--- config.mk ---
export PLATFORM = sky130hd
export DESIGN_NAME = alu_issue_seq_flat
export DESIGN_NICKNAME = d
export VERILOG_FILES = /design/src/rtl/alu_issue_seq_if.sv /design/src/rtl/alu_issue_seq.sv /design/src/flat_wrapper.sv
export SDC_FILE = /design/constraint.sdc
export NUM_CORES = 1
export LEC_CHECK = 0
export ABC_AREA = 0
export BUFFER_PORTS_ARGS = -buffer_cell sky130_fd_sc_hd__buf_2
export CORE_MARGIN = 2
export CORE_UTILIZATION = 35
export CTS_CLUSTER_SIZE = 16
export DETAILED_ROUTE_END_ITERATION = 8
export MAX_ROUTING_LAYER = met4
export PLACE_DENSITY_LB_ADDON = 0.05
export REMOVE_ABC_BUFFERS = 1
export SYNTH_ARGS = -nofsm -noshare
export SYNTH_HDL_FRONTEND = slang
export SYNTH_SLANG_ARGS = --single-unit
--- constraint.sdc ---
create_clock -name clk -period 9 [get_ports clk]
set_clock_uncertainty 0.1 [all_clocks]
set_input_delay 0.45 -clock clk [delete_from_list [all_inputs] [get_ports clk]]
set_output_delay 0.45 -clock clk [all_outputs]
set_load 0.1 [all_outputs]
--- src/rtl/alu_issue_seq_if.sv ---
// ---------------------------------------------------------------------------
// alu_issue_seq_if
//   Bundle of the request, ALU and response signals of alu_issue_seq.
//
//   Parameters
//     DEPTH  request FIFO entries (sets the width of fifo_count)
//     TAG_W  request tag width
//
//   Signal groups
//     req_*       request channel (valid/ready), operands, opcode, tag
//     alu_*       operand/opcode drive to the ALU and its result back
//     rsp_*       response channel (valid/ready), result, tag, error flag
//     busy        sequencer has work queued or in flight
//     fifo_count  request FIFO occupancy
//     rsp_zero    zero flag, present only when ZERO_FLAG_EN is defined
//
//   Modports
//     slave   sequencer side
//     master  environment side (request source, ALU, response sink)
// ---------------------------------------------------------------------------
interface alu_issue_seq_if #(
  parameter int DEPTH = 4,
  parameter int TAG_W = 4
);
  localparam int CNT_W = $clog2(DEPTH) + 1;

  logic             req_valid;
  logic             req_ready;
  logic [31:0]      req_a;
  logic [31:0]      req_b;
  logic [3:0]       req_op;
  logic [TAG_W-1:0] req_tag;

  logic [31:0]      alu_a;
  logic [31:0]      alu_b;
  logic [3:0]       alu_op;
  logic [31:0]      alu_result;

  logic             rsp_valid;
  logic             rsp_ready;
  logic [31:0]      rsp_data;
  logic [TAG_W-1:0] rsp_tag;
  logic             rsp_err;
`ifdef ZERO_FLAG_EN
  logic             rsp_zero;
`endif

  logic             busy;
  logic [CNT_W-1:0] fifo_count;

  modport slave (
    input  req_valid, req_a, req_b, req_op, req_tag, alu_result, rsp_ready,
    output req_ready, alu_a, alu_b, alu_op,
    output rsp_valid, rsp_data, rsp_tag, rsp_err,
`ifdef ZERO_FLAG_EN
    output rsp_zero,
`endif
    output busy, fifo_count
  );

  modport master (
    output req_valid, req_a, req_b, req_op, req_tag, alu_result, rsp_ready,
    input  req_ready, alu_a, alu_b, alu_op,
    input  rsp_valid, rsp_data, rsp_tag, rsp_err,
`ifdef ZERO_FLAG_EN
    input  rsp_zero,
`endif
    input  busy, fifo_count
  );
endinterface

--- src/rtl/alu_issue_seq.sv ---
// ---------------------------------------------------------------------------
// alu_issue_seq
//   Operand/opcode sequencer in front of the 32-bit 7-op ALU. Requests are
//   queued in a DEPTH-entry FIFO, issued one at a time with A/B/opcode held
//   for the ALU's registered-opcode timing, and the captured result is
//   returned with the request tag on a valid/ready response channel.
//   Illegal opcodes never reach the ALU; they produce an immediate error
//   response with data 0.
//
//   Ports
//     clk    clock, all logic on the rising edge
//     reset  synchronous active-low reset
//     bus    alu_issue_seq_if.slave (request, ALU drive, response, status)
//
//   Optional build macro
//     ZERO_FLAG_EN  adds bus.rsp_zero: result==0 for ALU ops, 1 for
//                   illegal-op responses. Undefined: no zero logic.
// ---------------------------------------------------------------------------
module alu_issue_seq #(
  parameter int DEPTH = 4,
  parameter int TAG_W = 4
) (
  input  logic          clk,
  input  logic          reset,
  alu_issue_seq_if.slave bus
);

  localparam int PTR_W   = $clog2(DEPTH);
  localparam int CNT_W   = PTR_W + 1;
  localparam int ENTRY_W = 32 + 32 + 4 + TAG_W;
  localparam logic [3:0] OP_NOP = 4'b1111;

  // add, sub, slt, and, or, xor, nor
  localparam logic [6:0][3:0] LEGAL_OPS = {
    4'b0000, 4'b0010, 4'b1010, 4'b0100, 4'b0101, 4'b0110, 4'b0111
  };

  typedef enum logic [2:0] {
    S_IDLE,
    S_ISSUE,
    S_HOLD,
    S_CAPT,
    S_RESP
  } state_t;

  state_t           state_q, state_d;
  logic [PTR_W-1:0] wr_ptr_q, wr_ptr_d;
  logic [PTR_W-1:0] rd_ptr_q, rd_ptr_d;
  logic [CNT_W-1:0] count_q, count_d;
  logic [31:0]      alu_a_q, alu_a_d;
  logic [31:0]      alu_b_q, alu_b_d;
  logic [3:0]       alu_op_q, alu_op_d;
  logic [TAG_W-1:0] tag_q, tag_d;
  logic             rsp_valid_q, rsp_valid_d;
  logic [31:0]      rsp_data_q, rsp_data_d;
  logic [TAG_W-1:0] rsp_tag_q, rsp_tag_d;
  logic             rsp_err_q, rsp_err_d;
`ifdef ZERO_FLAG_EN
  logic             rsp_zero_q, rsp_zero_d;
`endif

  logic [ENTRY_W-1:0] fifo_mem [DEPTH];

  logic             req_ready;
  logic             push;
  logic             pop;
  logic [31:0]      head_a;
  logic [31:0]      head_b;
  logic [3:0]       head_op;
  logic [TAG_W-1:0] head_tag;
  logic [6:0]       op_hit;
  logic             head_legal;

  assign req_ready = (count_q < CNT_W'(DEPTH));
  assign push      = bus.req_valid && req_ready;
  // The head is only consumed from IDLE; RESP stalls never pop.
  assign pop       = (state_q == S_IDLE) && (count_q != '0);

  assign {head_a, head_b, head_op, head_tag} = fifo_mem[rd_ptr_q];

  generate
    for (genvar gi = 0; gi < 7; gi++) begin : g_op_decode
      assign op_hit[gi] = (head_op == LEGAL_OPS[gi]);
    end
  endgenerate
  assign head_legal = |op_hit;

  // Storage needs no reset: stale entries are never read because the
  // occupancy count gates every pop.
  always_ff @(posedge clk) begin
    if (push) begin
      fifo_mem[wr_ptr_q] <= {bus.req_a, bus.req_b, bus.req_op, bus.req_tag};
    end
  end

  always_comb begin
    state_d     = state_q;
    wr_ptr_d    = wr_ptr_q;
    rd_ptr_d    = rd_ptr_q;
    count_d     = count_q;
    alu_a_d     = alu_a_q;
    alu_b_d     = alu_b_q;
    alu_op_d    = alu_op_q;
    tag_d       = tag_q;
    rsp_valid_d = rsp_valid_q;
    rsp_data_d  = rsp_data_q;
    rsp_tag_d   = rsp_tag_q;
    rsp_err_d   = rsp_err_q;
`ifdef ZERO_FLAG_EN
    rsp_zero_d  = rsp_zero_q;
`endif

    if (push) begin
      wr_ptr_d = wr_ptr_q + PTR_W'(1);
    end
    if (pop) begin
      rd_ptr_d = rd_ptr_q + PTR_W'(1);
    end
    case ({push, pop})
      2'b10:   count_d = count_q + CNT_W'(1);
      2'b01:   count_d = count_q - CNT_W'(1);
      default: count_d = count_q;
    endcase

    unique case (state_q)
      S_IDLE: begin
        if (pop) begin
          if (head_legal) begin
            alu_a_d  = head_a;
            alu_b_d  = head_b;
            alu_op_d = head_op;
            tag_d    = head_tag;
            state_d  = S_ISSUE;
          end else begin
            // Rejected without touching the ALU drive registers.
            rsp_valid_d = 1'b1;
            rsp_data_d  = '0;
            rsp_tag_d   = head_tag;
            rsp_err_d   = 1'b1;
`ifdef ZERO_FLAG_EN
            rsp_zero_d  = 1'b1;
`endif
            state_d     = S_RESP;
          end
        end
      end
      S_ISSUE: begin
        // The ALU registers the opcode on this edge; A/B stay put for HOLD.
        alu_op_d = OP_NOP;
        state_d  = S_HOLD;
      end
      S_HOLD: begin
        state_d = S_CAPT;
      end
      S_CAPT: begin
        rsp_valid_d = 1'b1;
        rsp_data_d  = bus.alu_result;
        rsp_tag_d   = tag_q;
        rsp_err_d   = 1'b0;
`ifdef ZERO_FLAG_EN
        rsp_zero_d  = (bus.alu_result == 32'b0);
`endif
        state_d     = S_RESP;
      end
      S_RESP: begin
        if (bus.rsp_ready) begin
          rsp_valid_d = 1'b0;
          state_d     = S_IDLE;
        end
      end
      default: begin
        state_d = S_IDLE;
      end
    endcase
  end

  always_ff @(posedge clk) begin
    if (!reset) begin
      state_q     <= S_IDLE;
      wr_ptr_q    <= '0;
      rd_ptr_q    <= '0;
      count_q     <= '0;
      alu_a_q     <= '0;
      alu_b_q     <= '0;
      alu_op_q    <= OP_NOP;
      tag_q       <= '0;
      rsp_valid_q <= 1'b0;
      rsp_data_q  <= '0;
      rsp_tag_q   <= '0;
      rsp_err_q   <= 1'b0;
`ifdef ZERO_FLAG_EN
      rsp_zero_q  <= 1'b0;
`endif
    end else begin
      state_q     <= state_d;
      wr_ptr_q    <= wr_ptr_d;
      rd_ptr_q    <= rd_ptr_d;
      count_q     <= count_d;
      alu_a_q     <= alu_a_d;
      alu_b_q     <= alu_b_d;
      alu_op_q    <= alu_op_d;
      tag_q       <= tag_d;
      rsp_valid_q <= rsp_valid_d;
      rsp_data_q  <= rsp_data_d;
      rsp_tag_q   <= rsp_tag_d;
      rsp_err_q   <= rsp_err_d;
`ifdef ZERO_FLAG_EN
      rsp_zero_q  <= rsp_zero_d;
`endif
    end
  end

  assign bus.req_ready  = req_ready;
  assign bus.alu_a      = alu_a_q;
  assign bus.alu_b      = alu_b_q;
  assign bus.alu_op     = alu_op_q;
  assign bus.rsp_valid  = rsp_valid_q;
  assign bus.rsp_data   = rsp_data_q;
  assign bus.rsp_tag    = rsp_tag_q;
  assign bus.rsp_err    = rsp_err_q;
`ifdef ZERO_FLAG_EN
  assign bus.rsp_zero   = rsp_zero_q;
`endif
  assign bus.busy       = (state_q != S_IDLE) || (count_q != '0);
  assign bus.fifo_count = count_q;

endmodule

--- src/flat_wrapper.sv ---
// flat-port wrapper written by rule: the top's interface ports become plain ports
module alu_issue_seq_flat 
#(
  parameter int DEPTH = 4,
  parameter int TAG_W = 4
)
  (clk, reset, bus_req_valid, bus_req_a, bus_req_b, bus_req_op, bus_req_tag, bus_alu_result, bus_rsp_ready, bus_req_ready, bus_alu_a, bus_alu_b, bus_alu_op, bus_rsp_valid, bus_rsp_data, bus_rsp_tag, bus_rsp_err, bus_busy, bus_fifo_count);
  alu_issue_seq_if #(.DEPTH(DEPTH), .TAG_W(TAG_W)) bus_i ();
  input  logic clk;
  input  logic reset;
  input wire logic [$bits(bus_i.req_valid)-1:0] bus_req_valid;
  input wire logic [$bits(bus_i.req_a)-1:0] bus_req_a;
  input wire logic [$bits(bus_i.req_b)-1:0] bus_req_b;
  input wire logic [$bits(bus_i.req_op)-1:0] bus_req_op;
  input wire logic [$bits(bus_i.req_tag)-1:0] bus_req_tag;
  input wire logic [$bits(bus_i.alu_result)-1:0] bus_alu_result;
  input wire logic [$bits(bus_i.rsp_ready)-1:0] bus_rsp_ready;
  output wire logic [$bits(bus_i.req_ready)-1:0] bus_req_ready;
  output wire logic [$bits(bus_i.alu_a)-1:0] bus_alu_a;
  output wire logic [$bits(bus_i.alu_b)-1:0] bus_alu_b;
  output wire logic [$bits(bus_i.alu_op)-1:0] bus_alu_op;
  output wire logic [$bits(bus_i.rsp_valid)-1:0] bus_rsp_valid;
  output wire logic [$bits(bus_i.rsp_data)-1:0] bus_rsp_data;
  output wire logic [$bits(bus_i.rsp_tag)-1:0] bus_rsp_tag;
  output wire logic [$bits(bus_i.rsp_err)-1:0] bus_rsp_err;
  output wire logic [$bits(bus_i.busy)-1:0] bus_busy;
  output wire logic [$bits(bus_i.fifo_count)-1:0] bus_fifo_count;
  assign bus_i.req_valid = bus_req_valid;
  assign bus_i.req_a = bus_req_a;
  assign bus_i.req_b = bus_req_b;
  assign bus_i.req_op = bus_req_op;
  assign bus_i.req_tag = bus_req_tag;
  assign bus_i.alu_result = bus_alu_result;
  assign bus_i.rsp_ready = bus_rsp_ready;
  assign bus_req_ready = bus_i.req_ready;
  assign bus_alu_a = bus_i.alu_a;
  assign bus_alu_b = bus_i.alu_b;
  assign bus_alu_op = bus_i.alu_op;
  assign bus_rsp_valid = bus_i.rsp_valid;
  assign bus_rsp_data = bus_i.rsp_data;
  assign bus_rsp_tag = bus_i.rsp_tag;
  assign bus_rsp_err = bus_i.rsp_err;
  assign bus_busy = bus_i.busy;
  assign bus_fifo_count = bus_i.fifo_count;
  alu_issue_seq #(.DEPTH(DEPTH), .TAG_W(TAG_W)) u_core (.clk(clk), .reset(reset), .bus(bus_i));
endmodule
== Word level (Yosys, flattened, before mapping) ==
Memory sizes are Yosys's and may differ from the RTL's. A register that Yosys moved wholly into a read port is not among the register bits.
Cells that the tools add are included.

* RAM bits: 288
* Word-level logic and storage cells: 74
* Memories kept: 1
* Bits in registers: 120
* Input bits: 108
* Output and inout port bits: 111

{| class="wikitable"
|+ Memories
! memory !! words !! width !! read ports !! clocked after memory_dff !! write ports !! line !! source
|-
| u_core.fifo_mem || 4 || 72 || 1 || 1 || 1 || alu_issue_seq.sv:62 || <nowiki>logic [ENTRY_W-1:0] fifo_mem [DEPTH];</nowiki>
|}

* Mux-type cells: 23
* Order comparisons: 1
* Equality and inequality tests: 16
* Add/subtract/negate cells: 4
* Reduce and logical (&&, ||, !) cells: 17

{| class="wikitable"
|+ Operators by type and width
! cell !! number
|-
| two-way mux 32 bit || 2
|-
| case mux 32 bit (2 select lines) || 1
|-
| == test 4 x 3 -> 1 bit (second input constant) || 4
|-
| two-way mux 4 bit || 4
|-
| case mux 4 bit (2 select lines) || 2
|-
| case mux 3 bit (5 select lines) || 1
|-
| two-way mux 3 bit || 3
|-
| AND reduction 3 bit || 3
|-
| nonzero test 3 bit || 3
|-
| OR reduction 7 bit || 1
|-
| == test 3 x 2 -> 1 bit (second input constant) || 2
|-
| case mux 3 bit (2 select lines) || 1
|-
| nonzero test 2 bit || 3
|-
| two-way mux 1 bit || 5
|-
| adder 2 x 1 -> 2 bit (second input constant) || 2
|-
| == test 4 x 2 -> 1 bit (second input constant) || 1
|-
| == test 4 bit (second input constant) || 1
|-
| logical NOT 4 bit || 1
|-
| two-way mux 2 bit || 2
|-
| inequality test 2 x 1 -> 1 bit (second input constant) || 2
|-
| inequality test 2 bit (second input constant) || 2
|-
| AND reduction 4 bit || 1
|-
| adder 3 x 1 -> 3 bit (second input constant) || 1
|-
| == test 3 x 1 -> 1 bit (second input constant) || 1
|-
| other kinds (11) || 12
|}

== Logic depth before layout (Yosys ltp) ==
* Depth after elaboration: 5
* Mapped depth: 10
* Depth with buffers taken out: 9

== Worst setup path after synthesis ==
No wires, ideal clock.

* Path kind: flip-flop to flip-flop
* From: register u_core.count_q[2], in the netlist u_core.bus.fifo_count[2]
* To: memory u_core.fifo_mem[0][0] (netlist bit) (enable)
* Cell stages (with the launch flop): 4
* Clock period less this slack: 3.389 ns
* Required time: 8.462 ns
* Path buffers: 1
* Setup time: 0.438 ns
* Path slack: 5.611 ns
* Arrival: 2.851 ns
* Path through: dfxtp_1 nor2b_1 clkbuf_1 and2_1

* Word-level cells in the longest chain between the ends: 4

{| class="wikitable"
|+ Ends and longest elaborated chain
! what !! line !! source
|-
| from (decl) || alu_issue_seq.sv:49 || <nowiki>logic [CNT_W-1:0] count_q, count_d;</nowiki>
|-
| from (signal assigned) || alu_issue_seq.sv:198 || <nowiki>count_q <= count_d;</nowiki>
|-
| less-than comparator 3 bit || alu_issue_seq.sv:74 || <nowiki>assign req_ready = (count_q < CNT_W'(DEPTH));</nowiki>
|-
| logical AND 1 bit || alu_issue_seq.sv:75 || <nowiki>assign push = bus.req_valid && req_ready;</nowiki>
|-
| two-way mux 1 bit || alu_issue_seq.sv:91 || <nowiki>if (push) begin</nowiki>
|-
| two-way mux 1 bit (implied by the code) || alu_issue_seq.sv:92 || <nowiki>fifo_mem[wr_ptr_q] <= {bus.req_a, bus.req_b, bus.req_op, bus.req_tag};</nowiki>
|-
| to (decl) || alu_issue_seq.sv:62 ||
|}

No other way between the ends.

==> results.sh <==
export IMPL_drt_iter0_markers=454
export IMPL_numPortBuffers=218
export IMPL_syn_mean_instance_area_um2=16.9
export IMPL_cpMostUsedCell="buf_4"
export IMPL_hold_worst_slack_ns=0.0789
export IMPL_cts_sinks=410
export IMPL_ff2ff_path_depth=7
export IMPL_viasPerCell=4.77
export IMPL_antenna_found_initial=3
export IMPL_ioPinCount=219
export IMPL_seq_area_frac_synth=0.753
export IMPL_vdd_drop_max_mv=0.176
export IMPL_synthArstFlopShare=0
export IMPL_crit_slowest_cell="dfxtp_4"
export IMPL_grt_pass1_wl_um=53300
export IMPL_drive_above_1_share=0.303
export IMPL_synthFlopType="edfxtp_1"
export IMPL_intPower_mw=3.83
export IMPL_grt_use_total=0.165
export IMPL_p_comb_frac=0.327
export IMPL_pwr_share_seq=0.396
export IMPL_gp_congestion=0.719
export IMPL_synth_edf_count=288
export IMPL_cts_root_buffer="clkbuf_16"
export IMPL_outcome="finished, final reports clean"
export IMPL_drv_slew=0
export IMPL_drv_cap=0
export IMPL_die_w_um=209
export IMPL_relSlewSlack=0.297
export IMPL_synth_common_cells="edfxtp_1, nand2_1, dfxtp_1"
export IMPL_cts_buffer_depth=3
export IMPL_wl_per_cell_um=19.1
export IMPL_dieArea_um2=43700
export IMPL_netlist_area_leader_share=0.587
export IMPL_clkPwrFrac=0.277
export IMPL_worst_pin_slew_ns=1.06
export IMPL_overflow=0
export IMPL_start_util=0.353
export IMPL_syn_to_final_growth_pct=27.9
export IMPL_end_kind="flop"
export IMPL_final_antenna_net_count=0
export IMPL_die_h_um=209
export IMPL_yosys_warnings=0
export IMPL_finalHoldViolCount=0
export IMPL_slowest_delay_ns=0.75
export IMPL_path_cells="buf_4 > mux4_2 > nor2b_1 > o211ai_4 > buf_4 > nand2_1 > a21oi_1"
export IMPL_r2r_end="u_core.bus.alu_a[6]$_SDFFE_PN0P_"
export IMPL_first_pass_iters=4
export IMPL_cp_arrival_ns=4.18
export IMPL_post_synth_top_area_cell="edfxtp_1"
export IMPL_hold_depth=2
export IMPL_ys_top_cells_by_area="edfxtp_1, dfxtp_1, mux4_2"
export IMPL_final_fill_count=3820
export IMPL_finalWirelength_um=34100
export IMPL_tns_ns=0
export IMPL_synth_most_common_cell="edfxtp_1"
export IMPL_holdPathEnd="u_core.state_q[2]$_SDFFE_PN0P_"
export IMPL_crit_type="reg -> reg"
export IMPL_path_clk_slew_ns=0.06
export IMPL_cts_tree="done"
export IMPL_synthCells=872
export IMPL_hpwl_um=18900
export IMPL_startpoint_type="flop"
export IMPL_critPathMaxFanout=52
export IMPL_post_cts_buffers=0
export IMPL_p_sw_frac=0.387
export IMPL_power_mw=6.25
export IMPL_p_switching_mw=2.42
export IMPL_place_ws_ns=5.06
export IMPL_coreArea_um2=41800
export IMPL_layout_setup_ws_ns=5.20
export IMPL_hold_class="in -> reg"
export IMPL_critPathRequiredTime_ns=9.38
export IMPL_rsz0062_at_grt="false"
export IMPL_synth_seq_cells=410
export IMPL_powerDensity_nw_per_um2=332
export IMPL_cts_buffers=45
export IMPL_drc=0
export IMPL_grt_pass1_vias=9018
export IMPL_finalWorstPathRequiredPeriod_ns=3.80
export IMPL_grt_start_max_net_pins=76
export IMPL_reg2reg_setup_slack_ns=5.20
export IMPL_synth_area_um2=14700
export IMPL_post_route_period_util=0.422
export IMPL_leakage_nw=6.81
export IMPL_num_vias=8494
export IMPL_num_rows=75
export IMPL_clk_latency_ns=0.56
export IMPL_fin_nets=1317
export IMPL_fmax_mhz=263
export IMPL_min_from="reset"
export IMPL_design_area_um2=18800
export IMPL_yosysUniqueCellTypes=34
export IMPL_setup_viol=0
export IMPL_dpl_cell_area_um2=16400
export IMPL_htreeDepth=2
==> worst max-delay path: cells and delay by family, from the launching register on <==
| family | cells | cell delay [ns] |
|---|---|---|
| AND/OR/NAND/NOR | 2 | 0.34 |
| AO/OA/AOI/OAI | 2 | 0.68 |
| buffers and inverters | 2 | 1.34 |
| multiplexers | 1 | 0.46 |
| flip-flops | 1 | 0.75 |
==> sequential cells by signal (all words and copies together) (netlist names), named ones only <==
register	flops
u_core.bus.alu_a	32
u_core.bus.alu_b	32
u_core.bus.alu_op	4
u_core.bus.fifo_count	3
u_core.bus.rsp_data	32
u_core.bus.rsp_err	1
u_core.bus.rsp_tag	4
u_core.bus.rsp_valid	1
u_core.fifo_mem	288
u_core.rd_ptr_q	2
u_core.state_q	3
u_core.tag_q	4
u_core.wr_ptr_q	2
==> power by group through the flow <==
stage                     Sequential [mW]  Combinational (mW)  Clock, mW
after CTS                            2.49                2.08       1.79
final                                2.48                2.04       1.73
after floorplan                      3.37               0.732          0
after global placement               2.52                2.03          0
after global routing                 2.52                2.18       1.87
after detailed placement             2.53                2.04          0
==> cell type report <==
type | instances | area, um2 | area share
clock inverters | 19 | 113 | 0.00598
clock buffers | 65 | 1270 | 0.0676
inverters | 10 | 38.8 | 0.00206
multi-input cells | 402 | 3400 | 0.181
well taps | 539 | 674 | 0.0358
diodes | 3 | 7.51 | 0.000399
flip-flops and latches | 410 | 11100 | 0.589
repair buffers | 334 | 2220 | 0.118
==> placed cells by master (no fill, tap or decap), types with 21 or more instances in the layout <==
cell and n:
a21oi_1 78, a22o_1 32, buf_2 218, clkbuf_16 47, dfxtp_1 120, dlygate4sd3_1 104, edfxtp_1 288, mux4_2 72
nand2_1 145, nor2_1 21
==> repair_timing <==
action,CTS,global route
hold buffers,104,0
endpoints found under the hold margin,317,0
resized for setup,0,0
==> how the worst max path moves through the flow <==
stage,endpoint,depth (start not counted),startpoint
after detailed placement,u_core.bus.alu_a[1]$_SDFFE_PN0P_,7,flop
after global routing,u_core.bus.alu_a[19]$_SDFFE_PN0P_,7,flop
after global placement,u_core.bus.alu_b[23]$_SDFFE_PN0P_,7,flop
final,u_core.bus.alu_a[6]$_SDFFE_PN0P_,7,flop
after floorplan,u_core.bus.alu_a[0]$_SDFFE_PN0P_,5,flop
after CTS,u_core.bus.alu_a[1]$_SDFFE_PN0P_,7,flop
==> through the flow <==
stage | util | instances
after floorplan | - | 822
after global placement | 0.393 | 1591
after detailed placement | 0.393 | 1591
after CTS | 0.451 | 1779
after global routing | 0.451 | 1782
final | 0.451 | 1782
==> routing by layer <==
metal  global-route usage  up-vias  wire length [um]
met3               0.0352       46              1770
met1                0.212     4253             15400
met5                    -        -                 0
met4               0.0522        0               735
li1                     -     3975                 -
met2                0.262      220             16200
==> cells by family (layout without fill, tap and decap cells) <==
kind of cell / count (synthesis) / in the layout / share of synthesized area
fa+ha+maj: 6 / 6 / 0.00561
flops: 410 / 410 / 0.753
simple gates: 185 / 185 / 0.0505
xor+xnor: 6 / 6 / 0.00357
other cells: 0 / 3 / 0
buf+inv: 60 / 428 / 0.0175
compound gates: 125 / 125 / 0.0540
mux: 80 / 80 / 0.116
No activity file was read; power rests on OpenSTA's default activity.
